==> src/rtl/hex_disp_pkg.sv <==
// Shared types and default constants for the hex display register scheduler.
package hex_disp_pkg;

   // Fetch state machine: IDLE waits for a pending fetch, REQ holds the debug read open.
   typedef enum logic {
      IDLE = 1'b0,
      REQ  = 1'b1
   } state_t;

   localparam int NUM_REGS       = 32;
   localparam int SCROLL_CYCLES  = 50_000_000;
   localparam int REFRESH_CYCLES = 1_000_000;
   localparam int TIMEOUT_CYCLES = 16;
   localparam int DATA_W         = 32;

endpackage

==> src/rtl/mod_tick_counter.sv <==
// Modulo-MODULUS counter with enable and synchronous clear. 'tick' is high
// during the cycle the counter sits at its terminal count while enabled and
// not being cleared, so the edge that wraps the counter is the edge that
// consumes the tick.
module mod_tick_counter #(
   parameter int MODULUS = 8
) (
   input  logic clk,
   input  logic rst,
   input  logic en,
   input  logic clr,
   output logic tick
);

   localparam int CNT_W = (MODULUS > 1) ? $clog2(MODULUS) : 1;
   localparam logic [CNT_W-1:0] LAST = CNT_W'(MODULUS - 1);

   logic [CNT_W-1:0] cnt;

   // NOTE: tick is combinational so a clear in the same cycle can suppress it;
   // the owner registers whatever the tick causes.
   assign tick = en & ~clr & (cnt == LAST);

   // Count while enabled, wrap at the terminal count, clear has priority.
   always_ff @(posedge clk or posedge rst) begin
      // NOTE: sequential state uses non-blocking assignments only.
      if (rst) begin
         cnt <= '0;
      end else if (clr) begin
         cnt <= '0;
      end else if (en) begin
         cnt <= (cnt == LAST) ? '0 : cnt + 1'b1;
      end
   end

endmodule

==> src/rtl/hex_display_sched.sv <==
// Chooses which CPU register the hex display shows (keys or auto-scroll),
// fetches it over the register-file debug port and re-fetches it
// periodically. All outputs are registered.
module hex_display_sched #(
   parameter int NUM_REGS       = hex_disp_pkg::NUM_REGS,
   parameter int IDX_W          = $clog2(NUM_REGS),
   parameter int SCROLL_CYCLES  = hex_disp_pkg::SCROLL_CYCLES,
   parameter int REFRESH_CYCLES = hex_disp_pkg::REFRESH_CYCLES,
   parameter int TIMEOUT_CYCLES = hex_disp_pkg::TIMEOUT_CYCLES
) (
   input  logic             i_clk,
   input  logic             i_rst,
   input  logic             i_key_next,
   input  logic             i_key_prev,
   input  logic             i_auto_en,
   output logic             o_dbg_req,
   output logic [IDX_W-1:0] o_dbg_addr,
   input  logic             i_dbg_ack,
   input  logic [31:0]      i_dbg_data,
   output logic [31:0]      o_disp_value,
   output logic [IDX_W-1:0] o_disp_idx,
   output logic             o_disp_valid,
   output logic             o_busy,
   output logic             o_err
);

   import hex_disp_pkg::*;

   localparam logic [IDX_W-1:0] LAST_IDX = IDX_W'(NUM_REGS - 1);
   localparam int               TO_W     = (TIMEOUT_CYCLES > 1) ? $clog2(TIMEOUT_CYCLES) : 1;
   localparam logic [TO_W-1:0]  TO_LOAD  = TO_W'(TIMEOUT_CYCLES - 1);

   state_t           state;
   logic             pend;
   logic [TO_W-1:0]  to_cnt;
   logic             any_key;
   logic             scroll_tick;
   logic             refresh_tick;
   logic             step_next;
   logic             step_prev;
   logic             idx_change;
   logic [IDX_W-1:0] idx_nxt;

   assign any_key = i_key_next | i_key_prev;

   // Auto-scroll period: restarts on any key and whenever auto-scroll is off,
   // so a key in the terminal-count cycle swallows that tick.
   mod_tick_counter #(
      .MODULUS (SCROLL_CYCLES)
   ) u_scroll (
      .clk  (i_clk),
      .rst  (i_rst),
      .en   (i_auto_en),
      .clr  (any_key | ~i_auto_en),
      .tick (scroll_tick)
   );

   // Free-running refresh period for re-fetching the shown register.
   mod_tick_counter #(
      .MODULUS (REFRESH_CYCLES)
   ) u_refresh (
      .clk  (i_clk),
      .rst  (i_rst),
      .en   (1'b1),
      .clr  (1'b0),
      .tick (refresh_tick)
   );

   // Next selected index; both keys together cancel out.
   always_comb begin
      // NOTE: every always_comb output gets a default first, so no latch is inferred.
      step_next = (i_key_next & ~i_key_prev) | scroll_tick;
      step_prev = i_key_prev & ~i_key_next;
      idx_nxt   = o_disp_idx;
      if (step_next) begin
         idx_nxt = (o_disp_idx == LAST_IDX) ? '0 : o_disp_idx + 1'b1;
      end else if (step_prev) begin
         idx_nxt = (o_disp_idx == '0) ? LAST_IDX : o_disp_idx - 1'b1;
      end
      idx_change = step_next | step_prev;
   end

   // Index, pending flag and fetch FSM with all of its registered outputs.
   always_ff @(posedge i_clk or posedge i_rst) begin
      if (i_rst) begin
         state        <= IDLE;
         pend         <= 1'b1;
         to_cnt       <= '0;
         o_disp_idx   <= '0;
         o_disp_value <= '0;
         o_disp_valid <= 1'b0;
         o_dbg_req    <= 1'b0;
         o_dbg_addr   <= '0;
         o_busy       <= 1'b0;
         o_err        <= 1'b0;
      end else begin
         o_disp_idx <= idx_nxt;

         unique case (state)
            IDLE: begin
               if (pend) begin
                  state      <= REQ;
                  o_dbg_req  <= 1'b1;
                  o_dbg_addr <= o_disp_idx;
                  o_busy     <= 1'b1;
                  to_cnt     <= TO_LOAD;
                  pend       <= 1'b0;
               end
            end
            REQ: begin
               if (i_dbg_ack) begin
                  // Data for a register that is no longer selected is dropped;
                  // the index change has already queued a new fetch.
                  if (o_dbg_addr == o_disp_idx && !idx_change) begin
                     o_disp_value <= i_dbg_data;
                     o_disp_valid <= 1'b1;
                     o_err        <= 1'b0;
                  end
                  state     <= IDLE;
                  o_dbg_req <= 1'b0;
                  o_busy    <= 1'b0;
               end else if (to_cnt == '0) begin
                  state     <= IDLE;
                  o_dbg_req <= 1'b0;
                  o_busy    <= 1'b0;
                  o_err     <= 1'b1;
               end else begin
                  to_cnt <= to_cnt - 1'b1;
               end
            end
            default: state <= IDLE;
         endcase

         // Later assignments win: a new request for a fetch survives the
         // clear above, and an index change invalidates the display even if
         // an ack lands in the same cycle.
         if (idx_change || refresh_tick) begin
            pend <= 1'b1;
         end
         if (idx_change) begin
            o_disp_valid <= 1'b0;
         end
      end
   end

endmodule

==> config.mk <==
export PLATFORM = sky130hd
export DESIGN_NAME = hex_display_sched
export DESIGN_NICKNAME = d
export VERILOG_FILES = /design/src/rtl/hex_disp_pkg.sv /design/src/rtl/mod_tick_counter.sv /design/src/rtl/hex_display_sched.sv
export SDC_FILE = /design/constraint.sdc
export NUM_CORES = 1
export LEC_CHECK = 0
export ABC_AREA = 1
export BUFFER_PORTS_ARGS = -buffer_cell sky130_fd_sc_hd__buf_4
export CAP_MARGIN = 30
export CORE_MARGIN = 5
export CORE_UTILIZATION = 38
export CTS_BUF_LIST = sky130_fd_sc_hd__clkbuf_4 sky130_fd_sc_hd__clkbuf_8
export DETAILED_ROUTE_END_ITERATION = 12
export GPL_TIMING_DRIVEN = 0
export PLACE_DENSITY = 0.65
export SYNTH_ARGS = -nofsm -noshare
export SYNTH_HDL_FRONTEND = slang
export SYNTH_SLANG_ARGS = --single-unit
export TNS_END_PERCENT = 100
==> constraint.sdc <==
create_clock -name i_clk -period 3.1 [get_ports i_clk]
set_clock_uncertainty 0.05 [all_clocks]
set_input_delay 0.31 -clock i_clk [delete_from_list [all_inputs] [get_ports i_clk]]
set_output_delay 0.31 -clock i_clk [all_outputs]
set_load 0.05 [all_outputs]
### Yosys cells after proc, flatten, opt, wreduce, memory -nomap -nowiden

Index checks and enable logic that the tools add are counted.

| word-level totals | value |
|---|---|
| register bits after elaboration | 97 |
| output and inout port bits | 46 |
| word-level logic and storage cells | 85 |

| cells by class | value |
|---|---|
| bitwise operators | 13 |
| reduce and logical (&&, ||, !) cells | 17 |
| muxes and demuxes | 29 |
| add/subtract/negate cells | 5 |
| eq/ne operators | 10 |

Operators with widths:

| operator | count |
|---|---|
| $mux W26 | 3 |
| $add A26 B1 Y26 const B | 1 |
| $eq A26 B26 Y1 const B | 1 |
| $add A20 B1 Y20 const B | 1 |
| $eq A20 B20 Y1 const B | 1 |
| $mux W20 | 1 |
| $mux W5 | 4 |
| $mux W1 | 15 |
| $mux W4 | 3 |
| $reduce_and A3 Y1 | 4 |
| $reduce_bool A2 Y1 | 6 |
| $pmux W4 S2 | 1 |
| $ne A2 B2 Y1 const B | 3 |
| $add A5 B1 Y5 const B | 1 |
| $eq A5 B5 Y1 | 1 |
| $eq A5 B5 Y1 const B | 1 |
| $logic_not A5 Y1 | 1 |
| $not A1 Y1 | 5 |
| $sub A5 B1 Y5 const B | 1 |
| $and A1 B1 Y1 | 4 |
| $logic_not A4 Y1 | 1 |
| $ne A2 B1 Y1 const B | 2 |
| $or A1 B1 Y1 | 4 |
| $pmux W1 S2 | 2 |
| other kinds (6) | 7 |

### Depth between registers and ports, before layout

| depth | value |
|---|---|
| depth in word-level cells | 13 |
| depth in mapped cells | 12 |
| mapped depth without buffers | 10 |

### Hierarchy

Synthesis repeated with hierarchy kept, for this count alone.

| unflattened totals | value |
|---|---|
| cell total of the unflattened synthesis | 692 |
| area, all modules | 5411.4 sq um |

Modules (own cells, without submodules):

| module | cells an instance | area each (sq um) | instances |
|---|---|---|---|
| hex_display_sched | 279 | 2396.0 | 1 |
| mod_tick_counter at u_scroll | 237 | 1689.1 | 1 |
| mod_tick_counter at u_refresh | 176 | 1326.3 | 1 |

### Least setup slack after synthesis

No wires, ideal clock.

| timing path | value |
|---|---|
| path kind | register -> register |
| start point | register o_disp_idx[2] |
| end point | register o_disp_value[0] |
| library setup time | 118 ps |
| data required time | 2932 ps |
| path slack | 1281 ps |
| data arrival time | 1651 ps |
| cell stages (with the launch flop) | 12 |
| cell sequence | dfrtp_1 buf_4 inv_2 nand2_1 nand2_1 clkinv_1 nand2_1 nor2_4 nand4_4 buf_4 nand2_1 nand2_1 |

| between the ends | value |
|---|---|
| longest elaborated chain between the ends | 3 |

Ends and longest elaborated chain:

| item | line | source |
|---|---|---|
| start, declared | hex_display_sched.sv:21 | `output logic [IDX_W-1:0] o_disp_idx,` |
| start signal, assigned | hex_display_sched.sv:97 | `o_disp_idx <= idx_nxt;` |
| $eq A5 B5 Y1 | hex_display_sched.sv:114 | `if (o_dbg_addr == o_disp_idx && !idx_change) begin` |
| $logic_and A1 B1 Y1 | hex_display_sched.sv:114 |  |
| $reduce_and A3 Y1 (no source line) | n/a |  |
| end signal, assigned | hex_display_sched.sv:115 | `o_disp_value <= i_dbg_data;` |
| end, declared | hex_display_sched.sv:20 | `output logic [31:0] o_disp_value,` |

No other way between the ends.
A chain may end at the register's enable or synchronous reset.

### Worst setup path after layout

| timing path | value |
|---|---|
| start point | register u_refresh.cnt[0] |
| end point | register u_refresh.cnt[5] |

| between the ends | value |
|---|---|
| longest elaborated chain between the ends | 2 |

Ends and longest elaborated chain:

| item | line | source |
|---|---|---|
| start, declared | mod_tick_counter.sv:18 | `logic [CNT_W-1:0] cnt;` |
| start signal, assigned | mod_tick_counter.sv:32 | `cnt <= (cnt == LAST) ? '0 : cnt + 1'b1;` |
| $add A20 B1 Y20 / $eq A20 B20 Y1 (equally long branches) | mod_tick_counter.sv:32 |  |
| $mux W20 (*) | mod_tick_counter.sv:32 |  |

Mark *: on every way between the ends. The rest lies on a longest branch, timed or not.

==> results.toml <==
[power]
power_leakage_nw = 3.03
power.density_mw_per_mm2 = 713
power_w = 0.00428
peakVddDrop_mv = 0.483

[placed_design]
dp_hpwl_microns = 8560
routabilityCongestion = 0.903
io_buffer_count = 83
dp_cells = 886
placed_cell_area_sq_mm = 0.00579
post-place-ws_ns = 1.20

[cts]
post-cts-setup-buffers = 0
max-clock-path-buffers = 2
cts_max_level = 3
clock-root-buffer = "clkbuf_8"
clock_sinks = 97
cts_tree = "built"
insertion_delay_ns = 0.37
hold_buffers = 0
numCtsBuffers = 9
cts-resized-gates = 0
clkTransAtPathRegs_ns = 0.10

[drt]
drcViolationCount = 0
final_antenna_net_count = 0
drtIter0Drc = 280
routed_wirelength_microns = 11300
vias = 4200
drtPass1Iterations = 4
viasPerCell = 4.66
wl_per_cell_microns = 12.5

[sta]
min_period_ns = 1.91
setup_ws_ns = 1.19
finalCritPeriodShare_pct = 61.7
hold_viol_final = 2
finalMaxSlewViolations = 0
relSlewSlack_pct = 54.4
worst_pin_slew_ns = 0.684
finalSetupViolations = 0
fin_worst_hold_slack_ns = -0.00117
rsz0062_at_grt = "false"
clock.fmax_mhz = 523

[layout]
fill_cells = 1229
n_antenna_cell = 0
area_growth_pct = 21.9
multi_input_area_sq_mm = 0.00210
design_area_sq_mm = 0.00600
layout-drive-gt1-share_pct = 20.4
finalNonFillerCells = 902
seq_area_sq_mm = 0.00243
finalNetCount = 769

[global_routing]
antenna_found_initial = 0
first_global_vias = 4044
grt_remaining_overflow = 0
grt_usage_pct = 15.3
grt_max_degree = 55
grt_pass1_wl_microns = 18900

[synthesis]
synth_cells = 630
synth_enable_flop_cells = 0
synth-async-reset-ratio_pct = 100
yosysSeqAreaShare_pct = 49.4
synth_cell_types = 38
synth_area_sq_mm = 0.00492
synth_ff_type = "dfrtp_1"
syn_avg_cell_area_sq_um = 7.81
ys_ff_latch = 97
yosys_warnings = 0
syn_nets = 674

[floorplanning]
core_sq_mm = 0.0127
ios = 84
initial_core_util_pct = 38.8
rows = 41
die_h_microns = 124
die_w_microns = 124
die-area_sq_mm = 0.0153

[setup_path]
crit_chain = "ha_1, nand2_1, nor2_1, nand2_1, nor3_1, nand2_1, inv_1, a211oi_1"
worst-endpoint-arrival_ns = 2.11
crit_family = "simple AND/OR/NAND/NOR gates"
startpoint_type = "register"
crit_path_max_incr_delay_ns = 0.39
crit_fanout = 7
path_buf_inv = 1
end_kind = "register"
crit_top_cell = "nand2_1"
path_class = "register to register"
required_ns = 3.30
crit_path_top_delay_cell = "dfrtp_1"

[run_status]
violations = "hold timing"
status = "finished, violations left"

[hold_path]
hp-class = "input pin to async pin"

[flow_run]
cap_violations = 0
## report_power, final
| part | total [W] | internal (W) | switching, W |
|---|---|---|---|
| Combinational | 0.00172 | 0.000520 | 0.00120 |
| Clock | 0.000883 | 0.000407 | 0.000476 |
| Sequential | 0.00168 | 0.00149 | 0.000187 |
## synth_stat cells, drive strengths merged (4+ instances only)
| master | n | area [sq um] |
|---|---|---|
| xor2 | 8 | 70.1 |
| nand4 | 13 | 96.3 |
| ha | 6 | 75.1 |
| inv | 81 | 304 |
| buf | 9 | 80.1 |
| nand3 | 25 | 155 |
| o21ai | 28 | 140 |
| nor2 | 83 | 363 |
| o21a | 4 | 30.0 |
| nand2 | 221 | 860 |
| a21oi | 16 | 80.1 |
| nor3 | 21 | 115 |
| dfrtp | 96 | 2400 |
## cell type report
type | count | area share (%)
timing repair buffer | 84 | 10.8
multi-input combinational | 440 | 34.9
tap | 172 | 3.59
buffer | 10 | 1.40
inverter | 83 | 5.23
sequential | 97 | 40.5
clock inverter | 6 | 1.23
clock buffer | 10 | 2.29
## cells by family (layout without fill, tap and decap cells)
group / after synthesis / count (layout) / share of synthesized area, %
flip-flops: 97 / 97 / 49.4
AND/OR/NAND/NOR: 371 / 371 / 33.4
adder cells (fa/ha/maj): 6 / 6 / 1.53
XOR/XNOR: 11 / 11 / 1.96
buffers and inverters: 93 / 193 / 8.04
AO/OA/AOI/OAI: 52 / 52 / 5.70
## worst reg2reg max path: cells and delay by family, from the launching register on
family	cells	cell delay, ns
AND/OR/NAND/NOR	5	0.85
flip-flops	1	0.39
adder cells (fa/ha/maj)	1	0.24
AO/OA/AOI/OAI	1	0.07
buffers and inverters	1	0.19
## cell usage in the layout, fill, tap and decap left out, types with 4 or more instances in the layout
cell type,netlist,layout
nand4_1,12,12
nand3_1,22,22
buf_4,5,88
nor2_2,8,8
dfrtp_1,96,96
o21ai_0,27,27
ha_1,6,6
inv_2,7,7
nand2_2,12,12
a21oi_1,16,16
nor3_1,19,19
xor2_1,8,8
o21a_1,4,4
nor2_1,72,72
clkbuf_8,0,10
inv_1,74,73
nand2_1,209,209
## sequential cells by signal, summed over array words and instances, names as in the netlist
register / cells
o_disp_idx: 5
pend: 1
o_disp_value: 32
o_err: 1
o_dbg_addr: 5
to_cnt: 4
o_disp_valid: 1
o_busy: 1
state: 1
u_scroll.cnt: 26
u_refresh.cnt: 20
## per-layer routing
layer	vias up	part of all wire (%)	track usage, %
met5	-	0	0
met4	0	1.1	3.88
met3	11	4.2	3.54
met2	88	49	24.9
met1	1957	45	20.6
li1	2144	-	-
## final timing paths
kind | start | endpoint | slack [ns] | cells after the start
min in group i_clk | i_dbg_data[14] | o_disp_value[14]$_DFFE_PP0P_ | 0.08 | 3
hold / removal | i_rst | o_disp_value[31]$_DFFE_PP0P_ | -0.001 | 2
setup reg to reg | u_refresh.cnt[0]$_DFF_PP0_ | u_refresh.cnt[5]$_DFF_PP0_ | 1.19 | 8
setup / recovery | u_refresh.cnt[0]$_DFF_PP0_ | u_refresh.cnt[5]$_DFF_PP0_ | 1.19 | 8
max in group asynchronous | i_rst | pend$_DFFE_PP1P_ | 2.28 | 3
hold reg to reg | u_scroll.cnt[0]$_DFFE_PP0P_ | u_scroll.cnt[0]$_DFFE_PP0P_ | 0.42 | 1
## per-stage QoR
| step | utilization, % | TNS [ns] |
|---|---|---|
| floorplan | - | 0 |
| global placement | 45.4 | -91.90 |
| detailed placement | 45.7 | 0 |
| CTS | 47.3 | 0 |
| global route | 47.3 | 0 |
| finish | 47.3 | 0 |
No activity file was read; power rests on OpenSTA's default activity.
